$ cat config.mk
export PLATFORM = sky130hd
export DESIGN_NAME = sprite_compositor
export DESIGN_NICKNAME = d
export VERILOG_FILES = /design/src/rtl/sprite_compositor.sv
export SDC_FILE = /design/constraint.sdc
export NUM_CORES = 1
export LEC_CHECK = 0
export CAP_MARGIN = 20
export CORE_MARGIN = 2
export CORE_UTILIZATION = 40
export CTS_BUF_LIST = sky130_fd_sc_hd__clkbuf_8 sky130_fd_sc_hd__clkbuf_16
export DETAILED_ROUTE_END_ITERATION = 6
export PLACE_DENSITY = 0.67
export REMOVE_ABC_BUFFERS = 1
export SETUP_SLACK_MARGIN = 0.02
export SLEW_MARGIN = 20
export SYNTH_ARGS = -nofsm -noshare
export SYNTH_HDL_FRONTEND = slang
export SYNTH_SLANG_ARGS = --single-unit
$ cat constraint.sdc
create_clock -name clk_i -period 6.95 [get_ports clk_i]
set_input_delay 1.39 -clock clk_i [delete_from_list [all_inputs] [get_ports clk_i]]
set_output_delay 1.39 -clock clk_i [all_outputs]
set_load 0.01 [all_outputs]
$ cat src/rtl/sprite_compositor.sv
// sprite_compositor: N-layer sprite compositor between VGA timing and the DAC pins.
// Two-stage pipeline: stage 1 registers per-sprite local coordinates and window hits,
// stage 2 picks the highest-priority opaque sprite (index 0 first) over the background.
// Sprite positions are double-buffered; the active bank only changes at frame_start.
// Optional feature macro: SPRITE_COLLISION_EN (per-frame opaque-overlap flags).
module sprite_compositor #(
  parameter int NUM_SPRITES = 2,
  parameter int CW          = 10
) (
  input  logic                        clk_i,
  input  logic                        rst_ni,
  input  logic                        pix_valid_i,
  input  logic [CW-1:0]               pix_x_i,
  input  logic [CW-1:0]               pix_y_i,
  input  logic                        frame_start_i,
  input  logic                        spr_upd_i,
  input  logic [NUM_SPRITES*CW-1:0]   spr_x_i,
  input  logic [NUM_SPRITES*CW-1:0]   spr_y_i,
  input  logic [NUM_SPRITES-1:0]      spr_en_i,
  input  logic [NUM_SPRITES*CW-1:0]   spr_w_i,
  input  logic [NUM_SPRITES*CW-1:0]   spr_h_i,
  output logic [NUM_SPRITES*CW-1:0]   spr_lx_o,
  output logic [NUM_SPRITES*CW-1:0]   spr_ly_o,
  input  logic [NUM_SPRITES*24-1:0]   spr_rgb_i,
  input  logic [NUM_SPRITES-1:0]      spr_a_i,
  input  logic [23:0]                 bg_rgb_i,
  output logic [23:0]                 rgb_out_o,
  output logic                        rgb_valid_o,
  output logic [NUM_SPRITES-1:0]      coll_flags_o
);

  localparam int N = NUM_SPRITES;

  // Position banks
  logic [N*CW-1:0] pend_x_q, pend_x_d, pend_y_q, pend_y_d;
  logic [N-1:0]    pend_en_q, pend_en_d;
  logic            pend_flag_q, pend_flag_d;
  logic [N*CW-1:0] act_x_q, act_x_d, act_y_q, act_y_d;
  logic [N-1:0]    act_en_q, act_en_d;

  // Stage 1
  logic [N*CW-1:0] lx_q, lx_d, ly_q, ly_d;
  logic [N-1:0]    hit_q, hit_d;
  logic            v1_q;

  // Stage 2
  logic [N-1:0]    opaque;
  logic [23:0]     sel_rgb;
  logic [23:0]     rgb_q, rgb_d;
  logic            valid_q;

  // Bank update: an update coinciding with frame_start bypasses the pending bank.
  always_comb begin
    pend_x_d    = pend_x_q;
    pend_y_d    = pend_y_q;
    pend_en_d   = pend_en_q;
    pend_flag_d = pend_flag_q;
    act_x_d     = act_x_q;
    act_y_d     = act_y_q;
    act_en_d    = act_en_q;
    if (spr_upd_i && frame_start_i) begin
      pend_x_d    = spr_x_i;
      pend_y_d    = spr_y_i;
      pend_en_d   = spr_en_i;
      act_x_d     = spr_x_i;
      act_y_d     = spr_y_i;
      act_en_d    = spr_en_i;
      pend_flag_d = 1'b0;
    end else if (spr_upd_i) begin
      pend_x_d    = spr_x_i;
      pend_y_d    = spr_y_i;
      pend_en_d   = spr_en_i;
      pend_flag_d = 1'b1;
    end else if (frame_start_i && pend_flag_q) begin
      act_x_d     = pend_x_q;
      act_y_d     = pend_y_q;
      act_en_d    = pend_en_q;
      pend_flag_d = 1'b0;
    end
  end

  // Stage 1: local coordinates (mod 2^CW) and window hit, end computed in CW+1 bits to avoid wrap.
  always_comb begin
    lx_d  = '0;
    ly_d  = '0;
    hit_d = '0;
    for (int i = 0; i < N; i++) begin
      lx_d[i*CW +: CW] = pix_x_i - act_x_q[i*CW +: CW];
      ly_d[i*CW +: CW] = pix_y_i - act_y_q[i*CW +: CW];
      hit_d[i] = act_en_q[i]
               & (pix_x_i >= act_x_q[i*CW +: CW])
               & ({1'b0, pix_x_i} < ({1'b0, act_x_q[i*CW +: CW]} + {1'b0, spr_w_i[i*CW +: CW]}))
               & (pix_y_i >= act_y_q[i*CW +: CW])
               & ({1'b0, pix_y_i} < ({1'b0, act_y_q[i*CW +: CW]} + {1'b0, spr_h_i[i*CW +: CW]}));
    end
  end

  // Stage 2: lowest-index opaque hit wins, background otherwise, black during blanking.
  always_comb begin
    opaque  = hit_q & spr_a_i;
    sel_rgb = bg_rgb_i;
    for (int i = N - 1; i >= 0; i--) begin
      if (opaque[i]) sel_rgb = spr_rgb_i[i*24 +: 24];
    end
    rgb_d = v1_q ? sel_rgb : 24'h0;
  end

  // Pipeline and bank registers.
  always_ff @(posedge clk_i or negedge rst_ni) begin
    if (!rst_ni) begin
      pend_x_q    <= '0;
      pend_y_q    <= '0;
      pend_en_q   <= '0;
      pend_flag_q <= 1'b0;
      act_x_q     <= '0;
      act_y_q     <= '0;
      act_en_q    <= '0;
      lx_q        <= '0;
      ly_q        <= '0;
      hit_q       <= '0;
      v1_q        <= 1'b0;
      rgb_q       <= '0;
      valid_q     <= 1'b0;
    end else begin
      pend_x_q    <= pend_x_d;
      pend_y_q    <= pend_y_d;
      pend_en_q   <= pend_en_d;
      pend_flag_q <= pend_flag_d;
      act_x_q     <= act_x_d;
      act_y_q     <= act_y_d;
      act_en_q    <= act_en_d;
      lx_q        <= lx_d;
      ly_q        <= ly_d;
      hit_q       <= hit_d;
      v1_q        <= pix_valid_i;
      rgb_q       <= rgb_d;
      valid_q     <= v1_q;
    end
  end

  assign spr_lx_o    = lx_q;
  assign spr_ly_o    = ly_q;
  assign rgb_out_o   = rgb_q;
  assign rgb_valid_o = valid_q;

`ifdef SPRITE_COLLISION_EN
  logic [N-1:0] acc_q, acc_d, coll_q, coll_d;
  logic         multi;

  // Accumulate opaque overlaps; frame_start publishes and clears (clear beats a same-cycle set).
  always_comb begin
    multi  = |(opaque & (opaque - 1'b1));
    acc_d  = acc_q;
    coll_d = coll_q;
    if (frame_start_i) begin
      coll_d = acc_q;
      acc_d  = '0;
    end else if (v1_q && multi) begin
      acc_d = acc_q | opaque;
    end
  end

  // Collision registers.
  always_ff @(posedge clk_i or negedge rst_ni) begin
    if (!rst_ni) begin
      acc_q  <= '0;
      coll_q <= '0;
    end else begin
      acc_q  <= acc_d;
      coll_q <= coll_d;
    end
  end

  assign coll_flags_o = coll_q;
`else
  assign coll_flags_o = '0;
`endif

endmodule

==> results.json, run 1 <==
{
  "power.ir.vdd_worst_mv": 0.1214,
  "timing.final.setup_violations": 0,
  "route.final.wire_length_um": 26400,
  "grt_pass1_wl_um": 41740,
  "clk_path_buf_depth": 2,
  "drcViolationCount": 0,
  "power.share.switching": 0.3145,
  "cts.reportedPaths.clkPinSlew_ns": 0.06,
  "maxCapViolations": 0,
  "path_max_fanout": 2,
  "switching_power_mw": 1.077,
  "synth_enable_flop_cells": 0,
  "flow.area_growth_from_synthesis_pct": 34.41,
  "num_vias": 8183,
  "ant_nets": 0,
  "area_used_by_sequential_logic_in_the_layout_mm2": 0.003829,
  "final-max-slew-violation-count": 0,
  "portBuffers": 245,
  "cts.htree.levels": 4,
  "share_of_async_settable_or_async_resettable_flops_after_synthesis": 1.000,
  "tritoncts_num_sinks": 153,
  "setup_tns_ns": 0,
  "clockRootBuffer": "sky130_fd_sc_hd__clkbuf_16",
  "post_synth_main_area_contributors": "sky130_fd_sc_hd__dfrtp_1, sky130_fd_sc_hd__ha_1, sky130_fd_sc_hd__a22o_1, sky130_fd_sc_hd__mux2_2, sky130_fd_sc_hd__xnor2_1",
  "crit_path_top_delay_cell": "sky130_fd_sc_hd__o41ai_1",
  "drt-pass1-iter-count": 4,
  "ys_ff_latch": 153,
  "postPlaceCellArea_mm2": 0.01272,
  "gr-total-overflow": 0,
  "floorplan.initialDensity": 0.4083,
  "worst_pin_slew_ns": 0.9047,
  "synthCells": 964,
  "rsz0062_at_grt": "no",
  "number_of_global_route_vias_before_repair": 8272,
  "synth_cell_type_count": 57,
  "synthDominantCellAreaShare": 0.3855,
  "clock-skew-final_ns": 0.02044,
  "reg2regPathDepth": 11,
  "seqPwrFrac": 0.330,
  "synthesis_warning_total": 0,
  "detail_route.wl_per_cell_um": 17.23,
  "timing.critical_path.slowest_cell_delay_ns": 0.42,
  "synthDominantAreaCellType": "sky130_fd_sc_hd__dfrtp_1",
  "timing.critical_path.arrival_ns": 4.60,
  "dieWidth_um": 161.6,
  "antenna_cells_inserted": 0,
  "cts_tree": "built",
  "synth.yosys.seq_area_share": 0.3855,
  "cellLeakagePower_nw": 6.094,
  "max_transition_margin": 0.3969,
  "setup.worst_path.class": "input port to register",
  "cts-buffers-inserted": 17,
  "grtUsageTotal": 0.2053,
  "power_frac_clock": 0.293,
  "ioPinCount": 248,
  "p_per_area_mw_per_mm2": 256.5,
  "path_buf_inv": 1,
  "path_common_cell": "sky130_fd_sc_hd__ha_1",
  "die_area_mm2": 0.02610,
  "reg2reg_from": "act_x_q[0]$_DFFE_PN0P_",
  "insertion_delay_ns": 0.43,
  "fp.coreArea_mm2": 0.02432,
  "hold_class": "register to register",
  "1st_iter_drt_viols": 323,
  "crit_path_start": "spr_w_i[0]",
  "cts_resized": 0,
  "comb_power_share": 0.377,
  "ys.flop_type": "sky130_fd_sc_hd__dfrtp_1",
  "period_minus_slack_ns": 4.241,
  "report.power.total_mw": 3.424,
  "crit_family": "compound AO/OA/AOI/OAI gates",
  "startpoint_type": "input port",
  "design.final.nets": 1503,
  "fraction_of_layout_instances_using_a_drive_strength_above_1": 0.08278,
  "status": "complete, no violations",
  "fillers": 2173,
  "critPathCapture": "hit_q[0]$_DFF_PN0_",
  "avg_vias_per_cell": 5.341,
  "internal_power_component_mw": 2.347,
  "antenna_violations_before_repair": 0,
  "timing.critical_path.cells": "clkdlybuf4s50_1 -> ha_1 -> fa_1 -> a21oi_1 -> o211ai_1 -> o41ai_1 -> xor2_1 -> ha_1 -> a2111oi_0 -> nand2_1 -> o221ai_1 -> o2111a_1",
  "core.rowCount": 57,
  "grt_max_degree": 100,
  "number_of_stages_on_the_worst_setup_path": 12,
  "fin_crit_sh": 0.6102,
  "gp_routability_congestion": 0.8471,
  "worstSetupEndpointType": "register",
  "ctsHoldBuffers": 0,
  "dp_hpwl_um": 20590,
  "final_area_mm2": 0.01335,
  "post_synth_instance_area_mm2": 0.009931,
  "fmax_mhz": 235.8,
  "crit_required_ns": 7.31,
  "area_occupied_by_multi_input_gates_mm2": 0.005743,
  "finalHoldViolCount": 0,
  "dieHeight_um": 161.6,
  "syn-mean-instance-area_um2": 10.30,
  "destination_of_the_worst_register_to_register_timing_path": "hit_q[0]$_DFF_PN0_",
  "r2r_setup_slack_ns": 3.69,
  "post_cts_buffers": 0
}
metal layers:
metal / global-route usage / routed length (µm) / up-vias
li1: - / - / 4001
met1: 0.2446 / 11140 / 3894
met2: 0.3514 / 12690 / 250
met3: 0.05624 / 1820 / 38
met4: 0.08157 / 745 / 0
met5: 0 / 0 / -
synth_stat cells, drive strengths merged (8+ instances only):
cell type	instances
inv	59
a22o	79
nor2b	16
clkbuf	32
mux2	43
nor3	13
xnor2	34
ha	116
a2111oi	8
nor2	52
a21oi	55
nand3	56
o211a	25
nand2b	11
a21o	14
o21bai	8
xor2	23
o21ai	35
nand2	51
fa	8
dfrtp	153
cells by family after synthesis:
family / synth area share
muxes: 0.04876
other: 0.0003776
adders and majority gates: 0.1623
DFF: 0.3855
buffers and inverters: 0.03843
AOI/OAI and AO/OA: 0.2086
and+or+nand+nor: 0.1057
xor gates and xnor gates: 0.05027
state kept, by name, summed over array words and instances (netlist names), 2 cells and up:
| register | flops |
|---|---|
| rgb_out_o | 24 |
| act_x_q | 20 |
| act_y_q | 20 |
| pend_x_q | 20 |
| pend_y_q | 20 |
| spr_lx_o | 20 |
| spr_ly_o | 20 |
| act_en_q | 2 |
| hit_q | 2 |
| pend_en_q | 2 |
power by group through the flow:
| stage | clock [mW] | combinational [mW] | sequential (mW) |
|---|---|---|---|
| 6_report | 1.00 | 1.29 | 1.13 |
| 5_1_grt | 1.06 | 1.44 | 1.15 |
| 4_1_cts | 1.03 | 1.30 | 1.13 |
| 3_5_place_dp | 0 | 1.29 | 1.15 |
| 3_3_place_gp | 0 | 1.26 | 1.14 |
| 2_1_floorplan | 0 | 0.718 | 1.18 |
cell type report:
type / count / area share
multi-input combinational: 714 / 0.4303
sequential: 153 / 0.2868
timing repair buffer: 253 / 0.1893
clock buffer: 19 / 0.03393
tap: 324 / 0.03037
inverter: 59 / 0.01659
clock inverter: 10 / 0.01275
placed cells by master, fill, tap and decap left out, types with 4 or more instances in the layout:
| cell | synthesis | routed |
|---|---|---|
| sky130_fd_sc_hd__xor2_1 | 23 | 23 |
| sky130_fd_sc_hd__o21ai_1 | 5 | 4 |
| sky130_fd_sc_hd__fa_1 | 8 | 8 |
| sky130_fd_sc_hd__o211a_1 | 25 | 25 |
| sky130_fd_sc_hd__nor2_1 | 52 | 52 |
| sky130_fd_sc_hd__inv_1 | 59 | 59 |
| sky130_fd_sc_hd__buf_4 | 2 | 8 |
| sky130_fd_sc_hd__nor2b_1 | 16 | 15 |
| sky130_fd_sc_hd__o21ai_0 | 27 | 27 |
| sky130_fd_sc_hd__o21bai_1 | 8 | 8 |
| sky130_fd_sc_hd__a21oi_1 | 55 | 55 |
| sky130_fd_sc_hd__a2111oi_0 | 7 | 7 |
| sky130_fd_sc_hd__o21a_1 | 7 | 7 |
| sky130_fd_sc_hd__mux2_2 | 43 | 43 |
| sky130_fd_sc_hd__dfrtp_1 | 153 | 153 |
| sky130_fd_sc_hd__xnor2_1 | 34 | 34 |
| sky130_fd_sc_hd__a22o_1 | 79 | 79 |
| sky130_fd_sc_hd__a211oi_1 | 4 | 4 |
| sky130_fd_sc_hd__a21o_1 | 14 | 14 |
| sky130_fd_sc_hd__bufinv_16 | 0 | 4 |
| sky130_fd_sc_hd__o211ai_1 | 7 | 7 |
| sky130_fd_sc_hd__clkbuf_16 | 0 | 17 |
| sky130_fd_sc_hd__ha_1 | 116 | 116 |
| sky130_fd_sc_hd__nand2_1 | 51 | 51 |
| sky130_fd_sc_hd__nor3_1 | 13 | 13 |
| sky130_fd_sc_hd__clkdlybuf4s50_1 | 0 | 242 |
| sky130_fd_sc_hd__nand3_1 | 56 | 56 |
| sky130_fd_sc_hd__nand2b_1 | 11 | 11 |
worst min path at each step:
stage | start | to | slack, ns | depth (start not counted)
6_report | pend_en_q[1]$_DFFE_PN0P_ | pend_en_q[1]$_DFFE_PN0P_ | 0.50 | 1
5_1_grt | pend_x_q[6]$_DFFE_PN0P_ | pend_x_q[6]$_DFFE_PN0P_ | 0.52 | 1
4_1_cts | pend_en_q[1]$_DFFE_PN0P_ | pend_en_q[1]$_DFFE_PN0P_ | 0.51 | 1
3_5_place_dp | act_en_q[0]$_DFFE_PN0P_ | act_en_q[0]$_DFFE_PN0P_ | 0.49 | 1
3_3_place_gp | pend_en_q[1]$_DFFE_PN0P_ | pend_en_q[1]$_DFFE_PN0P_ | 0.48 | 1
2_1_floorplan | act_en_q[0]$_DFFE_PN0P_ | act_en_q[0]$_DFFE_PN0P_ | 0.47 | 1
through the flow:
stage / hold slack [ns] / cells / setup WS (ns) / utilization
floorplan: 0.4665 / 926 / 3.021 / -
global placement: 0.4800 / 1502 / 2.291 / 0.5221
detailed placement: 0.4893 / 1503 / 2.276 / 0.5232
CTS: 0.5050 / 1532 / 2.735 / 0.5489
global route: 0.5157 / 1532 / 2.515 / 0.5489
finish: 0.4999 / 1532 / 2.709 / 0.5489
Power figures use the tool's default switching activity.
==> run 2, diff against run 1 <==
clock period = 4.2 ns   (was 6.95 ns; I/O delays follow)
==> run 2 against run 1 <==
Effect of this change:
- critical path depth up 1
- clock-buffer cell count is 1 higher
- final cell count rose by 0.52%
- non-clock buffer count increased by 4
- via count fell by 0.54%
- global-route usage fell by 0.37 points
==> results.json, run 2 (synthesis gave the netlist of run 1 again) <==
{
  "path_common_cell": "sky130_fd_sc_hd__ha_1",
  "cts-buffers-inserted": 17,
  "timing.critical_path.slowest_cell_delay_ns": 0.46,
  "insertion_delay_ns": 0.42,
  "path_buf_inv": 2,
  "timing.final.setup_violations": 0,
  "antenna_violations_before_repair": 1,
  "fraction_of_layout_instances_using_a_drive_strength_above_1": 0.08724,
  "dieHeight_um": 161.6,
  "postLayoutCoreUtil": 0.5492,
  "maxCapViolations": 0,
  "placement.setup.worst_slack_ns": 0.06311,
  "floorplan.initialDensity": 0.4083,
  "cts_resized": 0,
  "final.hold.worst_slack_ns": 0.4679,
  "fp.coreArea_mm2": 0.02432,
  "grt_pass1_wl_um": 41040,
  "route.final.wire_length_um": 26180,
  "status": "complete, no violations",
  "worstSetupEndpointType": "register",
  "grtUsageTotal": 0.2016,
  "1st_iter_drt_viols": 317,
  "setup.worst_path.class": "input port to register",
  "final_cells": 1540,
  "final_area_mm2": 0.01336,
  "drt-pass1-iter-count": 4,
  "post_cts_buffers": 0,
  "rsz0062_at_grt": "no",
  "period_minus_slack_ns": 3.684,
  "power.ir.vdd_worst_mv": 0.1997,
  "avg_vias_per_cell": 5.285,
  "ant_nets": 0,
  "crit_required_ns": 4.55,
  "cts_tree": "built",
  "p_per_area_mw_per_mm2": 418.7,
  "gr-total-overflow": 0,
  "die_area_mm2": 0.02610,
  "dieWidth_um": 161.6,
  "commonest_non_fill_non_tap_cells_in_the_layout": "sky130_fd_sc_hd__clkdlybuf4s50_1, sky130_fd_sc_hd__dfrtp_1, sky130_fd_sc_hd__ha_1, sky130_fd_sc_hd__a22o_1, sky130_fd_sc_hd__inv_1",
  "ctsHoldBuffers": 0,
  "drcViolationCount": 0,
  "detail_route.wl_per_cell_um": 17.00,
  "flow.area_growth_from_synthesis_pct": 34.50,
  "postPlaceCellArea_mm2": 0.01275,
  "timing.critical_path.cells": "clkdlybuf4s50_1 -> ha_1 -> fa_1 -> a21oi_1 -> o211ai_1 -> o41ai_1 -> buf_4 -> xor2_1 -> ha_1 -> a2111oi_0 -> nand2_1 -> o221ai_1 -> o2111a_1",
  "fin_crit_sh": 0.8773,
  "core.rowCount": 57,
  "tritoncts_num_sinks": 153,
  "clockRootBuffer": "sky130_fd_sc_hd__clkbuf_16",
  "worst_path_setup_slack_after_routing_ns": 0.5155,
  "cellLeakagePower_nw": 6.102,
  "crit_family": "compound AO/OA/AOI/OAI gates",
  "layout_commonest_cell": "sky130_fd_sc_hd__clkdlybuf4s50_1",
  "crit_path_top_delay_cell": "sky130_fd_sc_hd__a2111oi_0",
  "hold_class": "input port to async pin",
  "fmax_mhz": 271.4,
  "grt_max_degree": 83,
  "cts.reportedPaths.clkPinSlew_ns": 0.06,
  "dp_hpwl_um": 20670,
  "portBuffers": 245,
  "largest_register_ffs": 24,
  "clk_path_buf_depth": 2,
  "startpoint_type": "input port",
  "num_vias": 8139,
  "gp_routability_congestion": 0.8380,
  "max_transition_margin": 0.3636,
  "clock-skew-final_ns": 0.01412,
  "timing.critical_path.arrival_ns": 4.03,
  "numPlacedInstances": 1507,
  "cts.htree.levels": 4,
  "worst_pin_slew_ns": 0.9510,
  "ioPinCount": 248,
  "path_max_fanout": 2,
  "finalHoldViolCount": 0,
  "setup_tns_ns": 0,
  "report.power.total_mw": 5.592,
  "r2r_setup_slack_ns": 0.95,
  "number_of_global_route_vias_before_repair": 8010,
  "final-max-slew-violation-count": 0,
  "design.final.nets": 1507
}
-- run 2: changes by cell type in the layout (fill, tap and decap cells not counted), sizes merged, moves of 2 or more --
cell      change
bufinv        -2
buf           +4
inv           +3
clkinvlp      +2
-- run 2: area by class of cell --
type | count | area, µm²
fillers | 2172 | 10960
multi-input cells | 714 | 5743
flip-flops and latches | 153 | 3829
repair buffers | 257 | 2549
clock buffers | 20 | 466.7
well taps | 324 | 405.4
inverters | 59 | 221.5
clock inverters | 12 | 140.1
diodes | 1 | 2.502
-- run 2: final timing paths --
path / from / endpoint / cells after the start
worst max-delay path: spr_w_i[0] / hit_q[0]$_DFF_PN0_ / 13
worst min-delay path: rst_ni / spr_ly_o[12]$_DFF_PN0_ / 1
worst max register to register: act_x_q[0]$_DFFE_PN0P_ / hit_q[0]$_DFF_PN0_ / 12
worst min register to register: pend_x_q[19]$_DFFE_PN0P_ / pend_x_q[19]$_DFFE_PN0P_ / 1
max in group asynchronous: rst_ni / rgb_out_o[7]$_DFF_PN0_ / 2
min in group clk_i: pend_x_q[19]$_DFFE_PN0P_ / pend_x_q[19]$_DFFE_PN0P_ / 1
-- run 2: power by group --
part	leakage (nW)	internal (mW)	switching, mW	total [mW]
sequential	1.85	1.74	0.134	1.87
clock	0.289	0.931	0.651	1.58
combinational	3.97	1.13	1.01	2.14
total	6.10	3.80	1.80	5.59
-- run 2: metal layers --
metal / part of all wire / wire, µm / GRT usage
met1: 0.43 / 11210 / 0.2439
met2: 0.48 / 12570 / 0.3442
met3: 0.065 / 1707 / 0.05316
met4: 0.026 / 693 / 0.07589
met5: 0 / 0 / 0
==> run 3, diff against run 2 <==
CORE_ASPECT_RATIO = 1.1   (was default)
==> run 3 against run 2 <==
Effect of this change:
- critical path depth unchanged
- total power down 0.75%
- clock power down 3%
- core utilization down 0.43 points
- final cell count down 1.0%
- die area about the same
- critical path type unchanged
==> results.json, run 3 (synthesis gave the netlist of run 1 again) <==
{
  "ant_nets": 0,
  "largest_register_ffs": 24,
  "portBuffers": 245,
  "clockRootBuffer": "sky130_fd_sc_hd__clkbuf_16",
  "ctsHoldBuffers": 0,
  "route.final.wire_length_um": 27040,
  "setup_tns_ns": 0,
  "gr-total-overflow": 0,
  "insertion_delay_ns": 0.44,
  "area_used_by_sequential_logic_in_the_layout_mm2": 0.003829,
  "worstSetupEndpointType": "register",
  "fp.coreArea_mm2": 0.02440,
  "fillers": 2205,
  "period_minus_slack_ns": 3.784,
  "flow.area_growth_from_synthesis_pct": 33.87,
  "number_of_global_route_vias_before_repair": 8504,
  "max_transition_margin": 0.3844,
  "crit_path_top_delay_cell": "sky130_fd_sc_hd__a2111oi_0",
  "design.final.nets": 1504,
  "dp_hpwl_um": 20920,
  "1st_iter_drt_viols": 320,
  "die_area_mm2": 0.02610,
  "dieWidth_um": 154.2,
  "ioPinCount": 248,
  "fmax_mhz": 264.3,
  "timing.critical_path.slowest_cell_delay_ns": 0.44,
  "power.ir.vdd_worst_mv": 0.2371,
  "numPlacedInstances": 1490,
  "core.rowCount": 60,
  "final_area_mm2": 0.01329,
  "gp_routability_congestion": 0.9092,
  "maxCapViolations": 0,
  "timing.critical_path.arrival_ns": 4.15,
  "antenna_violations_before_repair": 2,
  "layout_commonest_cell": "sky130_fd_sc_hd__clkdlybuf4s50_1",
  "timing.final.setup_violations": 0,
  "cts.htree.levels": 4,
  "grtUsageTotal": 0.2146,
  "drt-pass1-iter-count": 5,
  "fin_crit_sh": 0.9009,
  "reg2regPathDepth": 12,
  "timing.critical_path.cells": "clkdlybuf4s50_1 -> ha_1 -> fa_1 -> a21oi_1 -> o211ai_1 -> o41ai_1 -> buf_4 -> xor2_1 -> ha_1 -> a2111oi_0 -> nand2_1 -> o221ai_1 -> o2111a_1",
  "clk_path_buf_depth": 2,
  "crit_required_ns": 4.56,
  "drcViolationCount": 0,
  "final-max-slew-violation-count": 0,
  "cts_resized": 0,
  "path_common_cell": "sky130_fd_sc_hd__ha_1",
  "worst_pin_slew_ns": 0.9234,
  "report.power.total_mw": 5.550,
  "post_cts_buffers": 0,
  "cts_tree": "built",
  "area_occupied_by_multi_input_gates_mm2": 0.005743,
  "final_cells": 1524,
  "grt_pass1_wl_um": 43770,
  "postPlaceCellArea_mm2": 0.01271,
  "commonest_non_fill_non_tap_cells_in_the_layout": "sky130_fd_sc_hd__clkdlybuf4s50_1, sky130_fd_sc_hd__dfrtp_1, sky130_fd_sc_hd__ha_1, sky130_fd_sc_hd__a22o_1, sky130_fd_sc_hd__inv_1",
  "path_buf_inv": 2,
  "num_vias": 8192,
  "status": "complete, no violations",
  "cts.reportedPaths.clkPinSlew_ns": 0.07,
  "placement.setup.worst_slack_ns": 0.04933,
  "crit_family": "compound AO/OA/AOI/OAI gates",
  "finalHoldViolCount": 0,
  "cts-buffers-inserted": 17,
  "worst_path_setup_slack_after_routing_ns": 0.4162,
  "detail_route.wl_per_cell_um": 17.74,
  "floorplan.initialDensity": 0.4070,
  "avg_vias_per_cell": 5.375,
  "clock-skew-final_ns": 0.01465,
  "tritoncts_num_sinks": 153,
  "dieHeight_um": 169.3,
  "rsz0062_at_grt": "no",
  "hold_class": "input port to async pin",
  "number_of_stages_on_the_worst_setup_path": 13,
  "fraction_of_layout_instances_using_a_drive_strength_above_1": 0.08416,
  "cellLeakagePower_nw": 6.076,
  "grt_max_degree": 91,
  "path_max_fanout": 2,
  "p_per_area_mw_per_mm2": 417.5,
  "startpoint_type": "input port",
  "setup.worst_path.class": "input port to register"
}
==> run 3: cell count changes in the layout (fill, tap and decap cells not counted) <==
cell,change
sky130_fd_sc_hd__diode_2,+1
sky130_fd_sc_hd__buf_2,-1
sky130_fd_sc_hd__clkbuf_8,-2
sky130_fd_sc_hd__clkdlybuf4s50_1,+1
sky130_fd_sc_hd__inv_6,+4
sky130_fd_sc_hd__clkinvlp_4,-1
sky130_fd_sc_hd__bufinv_16,-1
sky130_fd_sc_hd__buf_4,-3
==> run 3: per-layer routing <==
metal,part of all wire,track usage
met5,0,0
met4,0.033,0.09427
met3,0.058,0.05184
met2,0.48,0.3669
met1,0.43,0.2579
==> run 3: path summary, 6_finish.rpt <==
| path | startpoint | to | slack [ns] |
|---|---|---|---|
| min in group clk_i | pend_en_q[1]$_DFFE_PN0P_ | pend_en_q[1]$_DFFE_PN0P_ | 0.50 |
| worst max-delay path | spr_w_i[0] | hit_q[0]$_DFF_PN0_ | 0.42 |
| worst min register to register | pend_en_q[1]$_DFFE_PN0P_ | pend_en_q[1]$_DFFE_PN0P_ | 0.50 |
| worst max register to register | act_x_q[0]$_DFFE_PN0P_ | hit_q[0]$_DFF_PN0_ | 0.84 |
| max in group asynchronous | rst_ni | act_y_q[11]$_DFFE_PN0P_ | 2.89 |
| worst min-delay path | rst_ni | pend_x_q[3]$_DFFE_PN0P_ | 0.48 |
==> run 3: area by class of cell <==
| cell class | instances | share of cell area |
|---|---|---|
| antenna | 2 | 0.0003765 |
| tap | 310 | 0.02918 |
| timing repair buffer | 254 | 0.1904 |
| sequential | 153 | 0.2880 |
| clock buffer | 18 | 0.03304 |
| clock inverter | 14 | 0.01035 |
| multi-input combinational | 714 | 0.4320 |
| inverter | 59 | 0.01666 |
==> run 3: worst register-to-register path: stages, from the launching register on <==
cell and delay (ns):
sky130_fd_sc_hd__dfrtp_1 0.41, sky130_fd_sc_hd__ha_1 0.22, sky130_fd_sc_hd__fa_1 0.40, sky130_fd_sc_hd__a21oi_1 0.19, sky130_fd_sc_hd__o211ai_1 0.16, sky130_fd_sc_hd__o41ai_1 0.30, sky130_fd_sc_hd__buf_4 0.18, sky130_fd_sc_hd__xor2_1 0.15
sky130_fd_sc_hd__ha_1 0.26, sky130_fd_sc_hd__a2111oi_0 0.44, sky130_fd_sc_hd__nand2_1 0.11, sky130_fd_sc_hd__o221ai_1 0.24, sky130_fd_sc_hd__o2111a_1 0.23
==> run 3: metrics by stage <==
stage	hold slack (ns)	util
floorplan	0.4665	-
global placement	0.4789	0.5210
detailed placement	0.4881	0.5210
CTS	0.5054	0.5447
global route	0.5160	0.5449
finish	0.4775	0.5449
==> run 3: power breakdown <==
group          switching, mW  internal [mW]  total (mW)
clock                  0.688          0.846        1.53
combinational           1.02           1.13        2.14
sequential             0.136           1.73        1.87
